$ cat src/rtl/mem_lsu_if.sv
// ---------------------------------------------------------------------------
// mem_lsu_if
//   Bundles the three channels around the load/store unit:
//     request  : req_valid/req_ready handshake plus req_we, req_funct3,
//                req_addr, req_wdata (from the execute stage)
//     response : rsp_valid/rsp_ready handshake plus rsp_rdata, rsp_err
//                (back to the execute stage)
//     memory   : mem_addr, mem_wmask, mem_wdata towards the memory data port,
//                mem_data (1-cycle registered read data) back from it
//   Modports:
//     slave  - the load/store unit itself
//     master - the surrounding core/memory side (or a testbench)
// ---------------------------------------------------------------------------
interface mem_lsu_if;
  logic        req_valid;
  logic        req_ready;
  logic        req_we;
  logic [2:0]  req_funct3;
  logic [31:0] req_addr;
  logic [31:0] req_wdata;

  logic        rsp_valid;
  logic        rsp_ready;
  logic [31:0] rsp_rdata;
  logic        rsp_err;

  logic [31:0] mem_addr;
  logic [3:0]  mem_wmask;
  logic [31:0] mem_wdata;
  logic [31:0] mem_data;

  modport slave (
    input  req_valid, req_we, req_funct3, req_addr, req_wdata,
    input  rsp_ready, mem_data,
    output req_ready, rsp_valid, rsp_rdata, rsp_err,
    output mem_addr, mem_wmask, mem_wdata
  );

  modport master (
    output req_valid, req_we, req_funct3, req_addr, req_wdata,
    output rsp_ready, mem_data,
    input  req_ready, rsp_valid, rsp_rdata, rsp_err,
    input  mem_addr, mem_wmask, mem_wdata
  );
endinterface

$ cat src/rtl/mem_lsu.sv
// ---------------------------------------------------------------------------
// mem_lsu
//   RV32I load/store initiator. Takes one load or store at a time, drives the
//   memory's byte-masked write port / 1-cycle registered read port, then
//   returns a single response with aligned, extended load data or an error
//   flag (misaligned address or funct3 illegal for the direction).
//
//   Ports:
//     clk    - single clock, all state on the rising edge
//     reset  - asynchronous, active-low
//     bus    - mem_lsu_if.slave (request, response and memory channels)
//
//   Sequence: IDLE -> ISSUE -> DATA -> RESP for loads, IDLE -> ISSUE -> RESP
//   for stores, IDLE -> RESP for rejected requests. Every output except
//   req_ready is a register.
// ---------------------------------------------------------------------------
module mem_lsu (
  input  logic      clk,
  input  logic      reset,
  mem_lsu_if.slave  bus
);

  typedef enum logic [1:0] {
    S_IDLE,
    S_ISSUE,
    S_DATA,
    S_RESP
  } state_t;

  state_t      r_state;
  state_t      w_state_nxt;

  // Request attributes kept for the later states.
  logic        r_we;
  logic [2:0]  r_funct3;
  logic [1:0]  r_off;

  // Registered outputs and their next values.
  logic        r_rsp_valid,  w_rsp_valid_nxt;
  logic        r_rsp_err,    w_rsp_err_nxt;
  logic [31:0] r_rsp_rdata,  w_rsp_rdata_nxt;
  logic [31:0] r_mem_addr,   w_mem_addr_nxt;
  logic [3:0]  r_mem_wmask,  w_mem_wmask_nxt;
  logic [31:0] r_mem_wdata,  w_mem_wdata_nxt;

  logic        w_accept;
  logic        w_illegal;
  logic        w_misaligned;
  logic        w_req_err;
  logic [3:0]  w_st_mask;
  logic [31:0] w_st_data;
  logic [31:0] w_ld_shifted;
  logic [31:0] w_ld_data;

  assign w_accept = (r_state == S_IDLE) && bus.req_valid;

  // -------------------------------------------------------------------------
  // Request classification (combinational on the live request)
  // -------------------------------------------------------------------------
  // NOTE: every signal assigned in an always_comb gets a default first, so no
  // path through the block can leave it unassigned and infer a latch.
  always_comb begin
    w_illegal = 1'b1;
    unique case (bus.req_funct3)
      3'b000, 3'b001, 3'b010: w_illegal = 1'b0;
      3'b100, 3'b101:         w_illegal = bus.req_we;  // unsigned only for loads
      default:                w_illegal = 1'b1;
    endcase
  end

  // funct3[1:0] encodes the access size: 00 byte, 01 half, 10 word.
  assign w_misaligned = ((bus.req_funct3[1:0] == 2'b01) && bus.req_addr[0]) ||
                        ((bus.req_funct3[1:0] == 2'b10) && (bus.req_addr[1:0] != 2'b00));
  assign w_req_err    = w_illegal || w_misaligned;

  // Store lanes: data is replicated across the word so the byte enables alone
  // select which copy the memory keeps.
  always_comb begin
    w_st_mask = 4'b1111;
    w_st_data = bus.req_wdata;
    unique case (bus.req_funct3[1:0])
      2'b00: begin
        w_st_mask = 4'b0001 << bus.req_addr[1:0];
        w_st_data = {4{bus.req_wdata[7:0]}};
      end
      2'b01: begin
        w_st_mask = bus.req_addr[1] ? 4'b1100 : 4'b0011;
        w_st_data = {2{bus.req_wdata[15:0]}};
      end
      default: begin
        w_st_mask = 4'b1111;
        w_st_data = bus.req_wdata;
      end
    endcase
  end

  // Load alignment: bring the addressed byte/halfword down to bit 0, extend.
  assign w_ld_shifted = bus.mem_data >> {r_off, 3'b000};

  always_comb begin
    w_ld_data = 32'd0;
    unique case (r_funct3)
      3'b000:  w_ld_data = {{24{w_ld_shifted[7]}},  w_ld_shifted[7:0]};
      3'b001:  w_ld_data = {{16{w_ld_shifted[15]}}, w_ld_shifted[15:0]};
      3'b010:  w_ld_data = w_ld_shifted;
      3'b100:  w_ld_data = {24'd0, w_ld_shifted[7:0]};
      3'b101:  w_ld_data = {16'd0, w_ld_shifted[15:0]};
      default: w_ld_data = 32'd0;
    endcase
  end

  // -------------------------------------------------------------------------
  // FSM: state register
  // -------------------------------------------------------------------------
  // NOTE: sequential blocks use non-blocking assignments only, so every
  // register samples the pre-edge values regardless of block ordering.
  always_ff @(posedge clk or negedge reset) begin
    if (!reset) begin
      r_state     <= S_IDLE;
      r_we        <= 1'b0;
      r_funct3    <= 3'd0;
      r_off       <= 2'd0;
      r_rsp_valid <= 1'b0;
      r_rsp_err   <= 1'b0;
      r_rsp_rdata <= 32'd0;
      r_mem_addr  <= 32'd0;
      r_mem_wmask <= 4'd0;
      r_mem_wdata <= 32'd0;
    end else begin
      r_state     <= w_state_nxt;
      r_rsp_valid <= w_rsp_valid_nxt;
      r_rsp_err   <= w_rsp_err_nxt;
      r_rsp_rdata <= w_rsp_rdata_nxt;
      r_mem_addr  <= w_mem_addr_nxt;
      r_mem_wmask <= w_mem_wmask_nxt;
      r_mem_wdata <= w_mem_wdata_nxt;
      if (w_accept) begin
        r_we     <= bus.req_we;
        r_funct3 <= bus.req_funct3;
        r_off    <= bus.req_addr[1:0];
      end
    end
  end

  // -------------------------------------------------------------------------
  // FSM: next state
  // -------------------------------------------------------------------------
  always_comb begin
    w_state_nxt = r_state;
    unique case (r_state)
      S_IDLE:  if (bus.req_valid) w_state_nxt = w_req_err ? S_RESP : S_ISSUE;
      S_ISSUE: w_state_nxt = r_we ? S_RESP : S_DATA;
      S_DATA:  w_state_nxt = S_RESP;
      S_RESP:  if (bus.rsp_ready) w_state_nxt = S_IDLE;
      default: w_state_nxt = S_IDLE;
    endcase
  end

  // -------------------------------------------------------------------------
  // FSM: next values of the registered outputs
  // -------------------------------------------------------------------------
  always_comb begin
    w_rsp_valid_nxt = r_rsp_valid;
    w_rsp_err_nxt   = r_rsp_err;
    w_rsp_rdata_nxt = r_rsp_rdata;
    w_mem_addr_nxt  = r_mem_addr;
    w_mem_wmask_nxt = r_mem_wmask;
    w_mem_wdata_nxt = r_mem_wdata;
    unique case (r_state)
      S_IDLE: begin
        if (bus.req_valid) begin
          if (w_req_err) begin
            // Rejected: no memory cycle, respond straight away.
            w_rsp_valid_nxt = 1'b1;
            w_rsp_err_nxt   = 1'b1;
            w_rsp_rdata_nxt = 32'd0;
          end else begin
            w_rsp_err_nxt  = 1'b0;
            w_mem_addr_nxt = {bus.req_addr[31:2], 2'b00};
            if (bus.req_we) begin
              w_mem_wmask_nxt = w_st_mask;
              w_mem_wdata_nxt = w_st_data;
            end
          end
        end
      end
      S_ISSUE: begin
        // Memory samples address/mask at the end of ISSUE; the write enable
        // must not outlive this single cycle.
        w_mem_wmask_nxt = 4'd0;
        if (r_we) begin
          w_rsp_valid_nxt = 1'b1;
          w_rsp_err_nxt   = 1'b0;
          w_rsp_rdata_nxt = 32'd0;
        end
      end
      S_DATA: begin
        w_rsp_valid_nxt = 1'b1;
        w_rsp_err_nxt   = 1'b0;
        w_rsp_rdata_nxt = w_ld_data;
      end
      S_RESP: begin
        if (bus.rsp_ready) w_rsp_valid_nxt = 1'b0;
      end
      default: ;
    endcase
  end

  assign bus.req_ready = (r_state == S_IDLE);
  assign bus.rsp_valid = r_rsp_valid;
  assign bus.rsp_err   = r_rsp_err;
  assign bus.rsp_rdata = r_rsp_rdata;
  assign bus.mem_addr  = r_mem_addr;
  assign bus.mem_wmask = r_mem_wmask;
  assign bus.mem_wdata = r_mem_wdata;

endmodule

$ cat src/flat_wrapper.sv
// flat-port wrapper written by rule: the top's interface ports become plain ports
module mem_lsu_flat 
  (clk, reset, bus_req_valid, bus_req_we, bus_req_funct3, bus_req_addr, bus_req_wdata, bus_rsp_ready, bus_mem_data, bus_req_ready, bus_rsp_valid, bus_rsp_rdata, bus_rsp_err, bus_mem_addr, bus_mem_wmask, bus_mem_wdata);
  mem_lsu_if bus_i ();
  input  logic clk;
  input  logic reset;
  input wire logic [$bits(bus_i.req_valid)-1:0] bus_req_valid;
  input wire logic [$bits(bus_i.req_we)-1:0] bus_req_we;
  input wire logic [$bits(bus_i.req_funct3)-1:0] bus_req_funct3;
  input wire logic [$bits(bus_i.req_addr)-1:0] bus_req_addr;
  input wire logic [$bits(bus_i.req_wdata)-1:0] bus_req_wdata;
  input wire logic [$bits(bus_i.rsp_ready)-1:0] bus_rsp_ready;
  input wire logic [$bits(bus_i.mem_data)-1:0] bus_mem_data;
  output wire logic [$bits(bus_i.req_ready)-1:0] bus_req_ready;
  output wire logic [$bits(bus_i.rsp_valid)-1:0] bus_rsp_valid;
  output wire logic [$bits(bus_i.rsp_rdata)-1:0] bus_rsp_rdata;
  output wire logic [$bits(bus_i.rsp_err)-1:0] bus_rsp_err;
  output wire logic [$bits(bus_i.mem_addr)-1:0] bus_mem_addr;
  output wire logic [$bits(bus_i.mem_wmask)-1:0] bus_mem_wmask;
  output wire logic [$bits(bus_i.mem_wdata)-1:0] bus_mem_wdata;
  assign bus_i.req_valid = bus_req_valid;
  assign bus_i.req_we = bus_req_we;
  assign bus_i.req_funct3 = bus_req_funct3;
  assign bus_i.req_addr = bus_req_addr;
  assign bus_i.req_wdata = bus_req_wdata;
  assign bus_i.rsp_ready = bus_rsp_ready;
  assign bus_i.mem_data = bus_mem_data;
  assign bus_req_ready = bus_i.req_ready;
  assign bus_rsp_valid = bus_i.rsp_valid;
  assign bus_rsp_rdata = bus_i.rsp_rdata;
  assign bus_rsp_err = bus_i.rsp_err;
  assign bus_mem_addr = bus_i.mem_addr;
  assign bus_mem_wmask = bus_i.mem_wmask;
  assign bus_mem_wdata = bus_i.mem_wdata;
  mem_lsu u_core (.clk(clk), .reset(reset), .bus(bus_i));
endmodule
$ cat config.mk
export PLATFORM = sky130hd
export DESIGN_NAME = mem_lsu_flat
export DESIGN_NICKNAME = d
export VERILOG_FILES = /design/src/rtl/mem_lsu_if.sv /design/src/rtl/mem_lsu.sv /design/src/flat_wrapper.sv
export SDC_FILE = /design/constraint.sdc
export NUM_CORES = 1
export LEC_CHECK = 0
export BUFFER_PORTS_ARGS = -buffer_cell sky130_fd_sc_hd__buf_4
export CORE_UTILIZATION = 48
export DETAILED_ROUTE_END_ITERATION = 16
export GPL_ROUTABILITY_DRIVEN = 0
export PLACE_DENSITY_LB_ADDON = 0.25
export SETUP_SLACK_MARGIN = 0.15
export SLEW_MARGIN = 0
export SYNTH_ARGS = -nofsm -noshare
export SYNTH_HDL_FRONTEND = slang
export SYNTH_SLANG_ARGS = --single-unit
$ cat constraint.sdc
create_clock -name clk -period 3.2 [get_ports clk]
set_clock_uncertainty 0.1 [all_clocks]
set_input_delay 0.48 -clock clk [delete_from_list [all_inputs] [get_ports clk]]
set_output_delay 0.48 -clock clk [all_outputs]
set_load 0.05 [all_outputs]
==> flow_summary.ini <==
[grt]
grt_antenna_before_repair = 0
first_global_vias = 4170
grt_max_degree = 60
grt_pass1_wl_mm = 20.7
grt_overflow_total = 0
grt_usage_pct = 22.9

[sta]
period_share_pct = 71.2
finalHoldViolCount = 0
setup_viol = 0
slew_headroom_pct = 49.6
timing.final.crit_period_ps = 2280
grt_setup_unrepaired = false
slew_viol_final = 0
setup_tns_ps = 0
setup_slack_ps = 921
worst_slew_pin_slew_ps = 756
whs_ps = 59.1
fmax_mhz = 439

[route]
drtAntennaViolNets = 0
drcViolationCount = 0
vias_per_cell = 5.38
wl_met1_mm = 5.49
drt_iter0_drc = 193
wl_met2_mm = 6.75
highest_layer = met4
wl_per_cell_um = 17.0
vias = 4218
wl_met3_um = 955
wl_mm = 13.3
firstDrtPassIters = 4

[synthesis]
synthCells = 452
muxShareOfSynthArea_pct = 19.9
synth_edf_count = 0
synth_seq_cells = 108
synth_top_family_by_area = multiplexers
synth-simple-area-share_pct = 8.50
yosysWarnings = 0
synth_ff_type = dfrtp_1
yosys-top-cells-area = dfrtp_1 50%, mux2_4 8.3%, mux2i_1 7.9%
synth_xor_area_share_pct = 0
synth_compound_area_share_pct = 16.5
synthAdderAreaFrac_pct = 1.15
synth-seq-area-share_pct = 49.6
synth_top_area_share_pct = 49.6
syn_area_um2 = 5450
synthDistinctLibCells = 48
async_flop_share_pct = 100
syn_area_per_cell_um2 = 12.1
yosysTopAreaCell = dfrtp_1

[flow_run]
drv_cap = 0

[placement]
place_hpwl_mm = 9.69
io_buffer_count = 204
preCtsSetupSlack_ps = 704

[setup_path]
cp.required_ps = 3310
r2r_end = u_core.bus.mem_wmask[0]$_DFFE_PN0P_
critPathMaxFanout = 18
crit_arrival_ps = 2390
timing.rr.start = u_core.r_state[0]$_DFFE_PN0P_
reg2regPathDepth = 6
r2r_slack_ps = 920
worstSetupEndpointType = flip-flop
crit_type = flip-flop to flip-flop
start_kind = flip-flop

[floorplanning]
dieArea_um2 = 11800
die_x_um = 109
design.core.area_um2 = 10900
io_pins = 207
die_h_um = 109
rows = 38
initial_core_util_pct = 49.8

[final_layout]
n_antenna_cell = 0
final_util_pct = 66.6
drive_gt1_share_pct = 43.8
fin_nets = 748
syn_to_final_growth_pct = 33.8

[clocking]
cts_buffers = 9
clock_path_buffers = 2
cts.sinks = 108
ctsHoldBuffers = 0
post_cts_buffers = 0
clkLatencyLatePin_ps = 350
cts.clk_slew.worst_paths_ps = 70
cts_resized = 0
root_buffer = clkbuf_16
tritoncts = built
htree_levels = 3

[hold_path]
hold_class = input port to async pin

[outcome]
status = finished, final reports clean

[pwr]
p_leak_nw = 3.70
p_per_area_nw_per_um2 = 1120
ir_drop_mv = 0.690
[worst max-delay path: stages (launching register included)]
cell and delay (ps):
dfrtp_1 420, inv_1 140, ha_1 410, and3_1 330
o21ai_4 190, a21boi_0 470, a21oi_1 90
[worst max path at each step]
| stage | from | end | cells after the start |
|---|---|---|---|
| floorplan | u_core.r_state[0]$_DFFE_PN0P_ | u_core.bus.rsp_rdata[4]$_DFFE_PN0P_ | 9 |
| global placement | bus_req_funct3[1] | u_core.bus.mem_addr[11]$_DFFE_PN0P_ | 5 |
| detailed placement | bus_req_funct3[1] | u_core.bus.mem_addr[27]$_DFFE_PN0P_ | 5 |
| CTS | u_core.r_state[0]$_DFFE_PN0P_ | u_core.bus.mem_wmask[3]$_DFFE_PN0P_ | 6 |
| global route | u_core.r_state[0]$_DFFE_PN0P_ | u_core.bus.mem_wmask[1]$_DFFE_PN0P_ | 6 |
| finish | u_core.r_state[0]$_DFFE_PN0P_ | u_core.bus.mem_wmask[0]$_DFFE_PN0P_ | 6 |
[cells by family (layout without fill, tap and decap cells)]
family / after synthesis / in the layout
other: 1 / 2
AND/OR/NAND/NOR: 84 / 84
AO/OA/AOI/OAI: 124 / 124
adder cells (fa/ha/maj): 5 / 5
multiplexers: 90 / 90
buffers and inverters: 40 / 231
flip-flops: 108 / 108
[power by group]
| part | leakage (nW) | total [mW] | switching (mW) | internal, mW |
|---|---|---|---|---|
| Combinational | 2.18 | 4.81 | 3.14 | 1.67 |
| Sequential | 1.39 | 2.33 | 0.392 | 1.94 |
| Clock | 0.130 | 1.04 | 0.486 | 0.552 |
| Total | 3.70 | 8.18 | 4.02 | 4.16 |
[layer usage]
metal	vias up	GRT usage (%)
li1	2017	-
met1	2044	28.8
met2	147	37.7
met3	10	7.05
met4	0	7.14
met5	-	0
[synthesized netlist by cell type, drive strengths merged (3+ instances only)]
cell / number
dfrtp: 108
mux2: 46
mux2i: 43
nand2: 38
o21ai: 30
a21oi: 23
buf: 23
o2bb2ai: 22
a22o: 18
nor2: 17
nor2b: 12
clkbuf: 11
o22ai: 8
a211o: 7
a32o: 7
inv: 6
ha: 5
nand2b: 3
nor3: 3
[area by class of cell]
class / count / area, µm²
clock buffers: 13 / 250
clock inverters: 3 / 21.3
fillers: 855 / 3650
inverters: 6 / 22.5
multi-input cells: 305 / 2520
flip-flops and latches: 108 / 2700
well taps: 140 / 175
repair buffers: 209 / 1590
[flip-flops by register name (all words and copies together) (netlist names)]
signal	flops
u_core.r_funct3	3
u_core.r_off	2
u_core.r_state	2
u_core.bus.mem_wmask	4
u_core.r_we	1
u_core.bus.rsp_rdata	32
u_core.bus.rsp_err	1
u_core.bus.mem_wdata	32
u_core.bus.mem_addr	30
u_core.bus.rsp_valid	1
[cells in the final DEF, fill, tap and decap left out, types with 2 or more instances in the layout]
cell type	count
a21oi_1	23
o21bai_1	2
clkbuf_1	3
o2bb2ai_1	22
nor2b_1	12
mux2i_1	43
a22o_1	18
buf_12	2
o22ai_1	8
inv_1	6
nor3_1	2
mux2_2	16
a211oi_1	2
nor2_1	15
conb_1	2
buf_4	207
o21ai_0	28
nand2_1	38
ha_1	5
mux2_4	30
nand2b_1	3
dfrtp_1	108
a211o_1	7
clkbuf_16	9
a32o_1	7
[metrics by stage]
stage	std cells	cell area (µm²)	power (mW)
2_1_floorplan	453	5450	5.82
3_3_place_gp	768	7020	7.07
3_5_place_dp	768	7020	7.17
4_1_cts	784	7290	8.23
5_1_grt	784	7290	8.59
6_report	784	7290	8.18
Power figures use the tool's default switching activity.
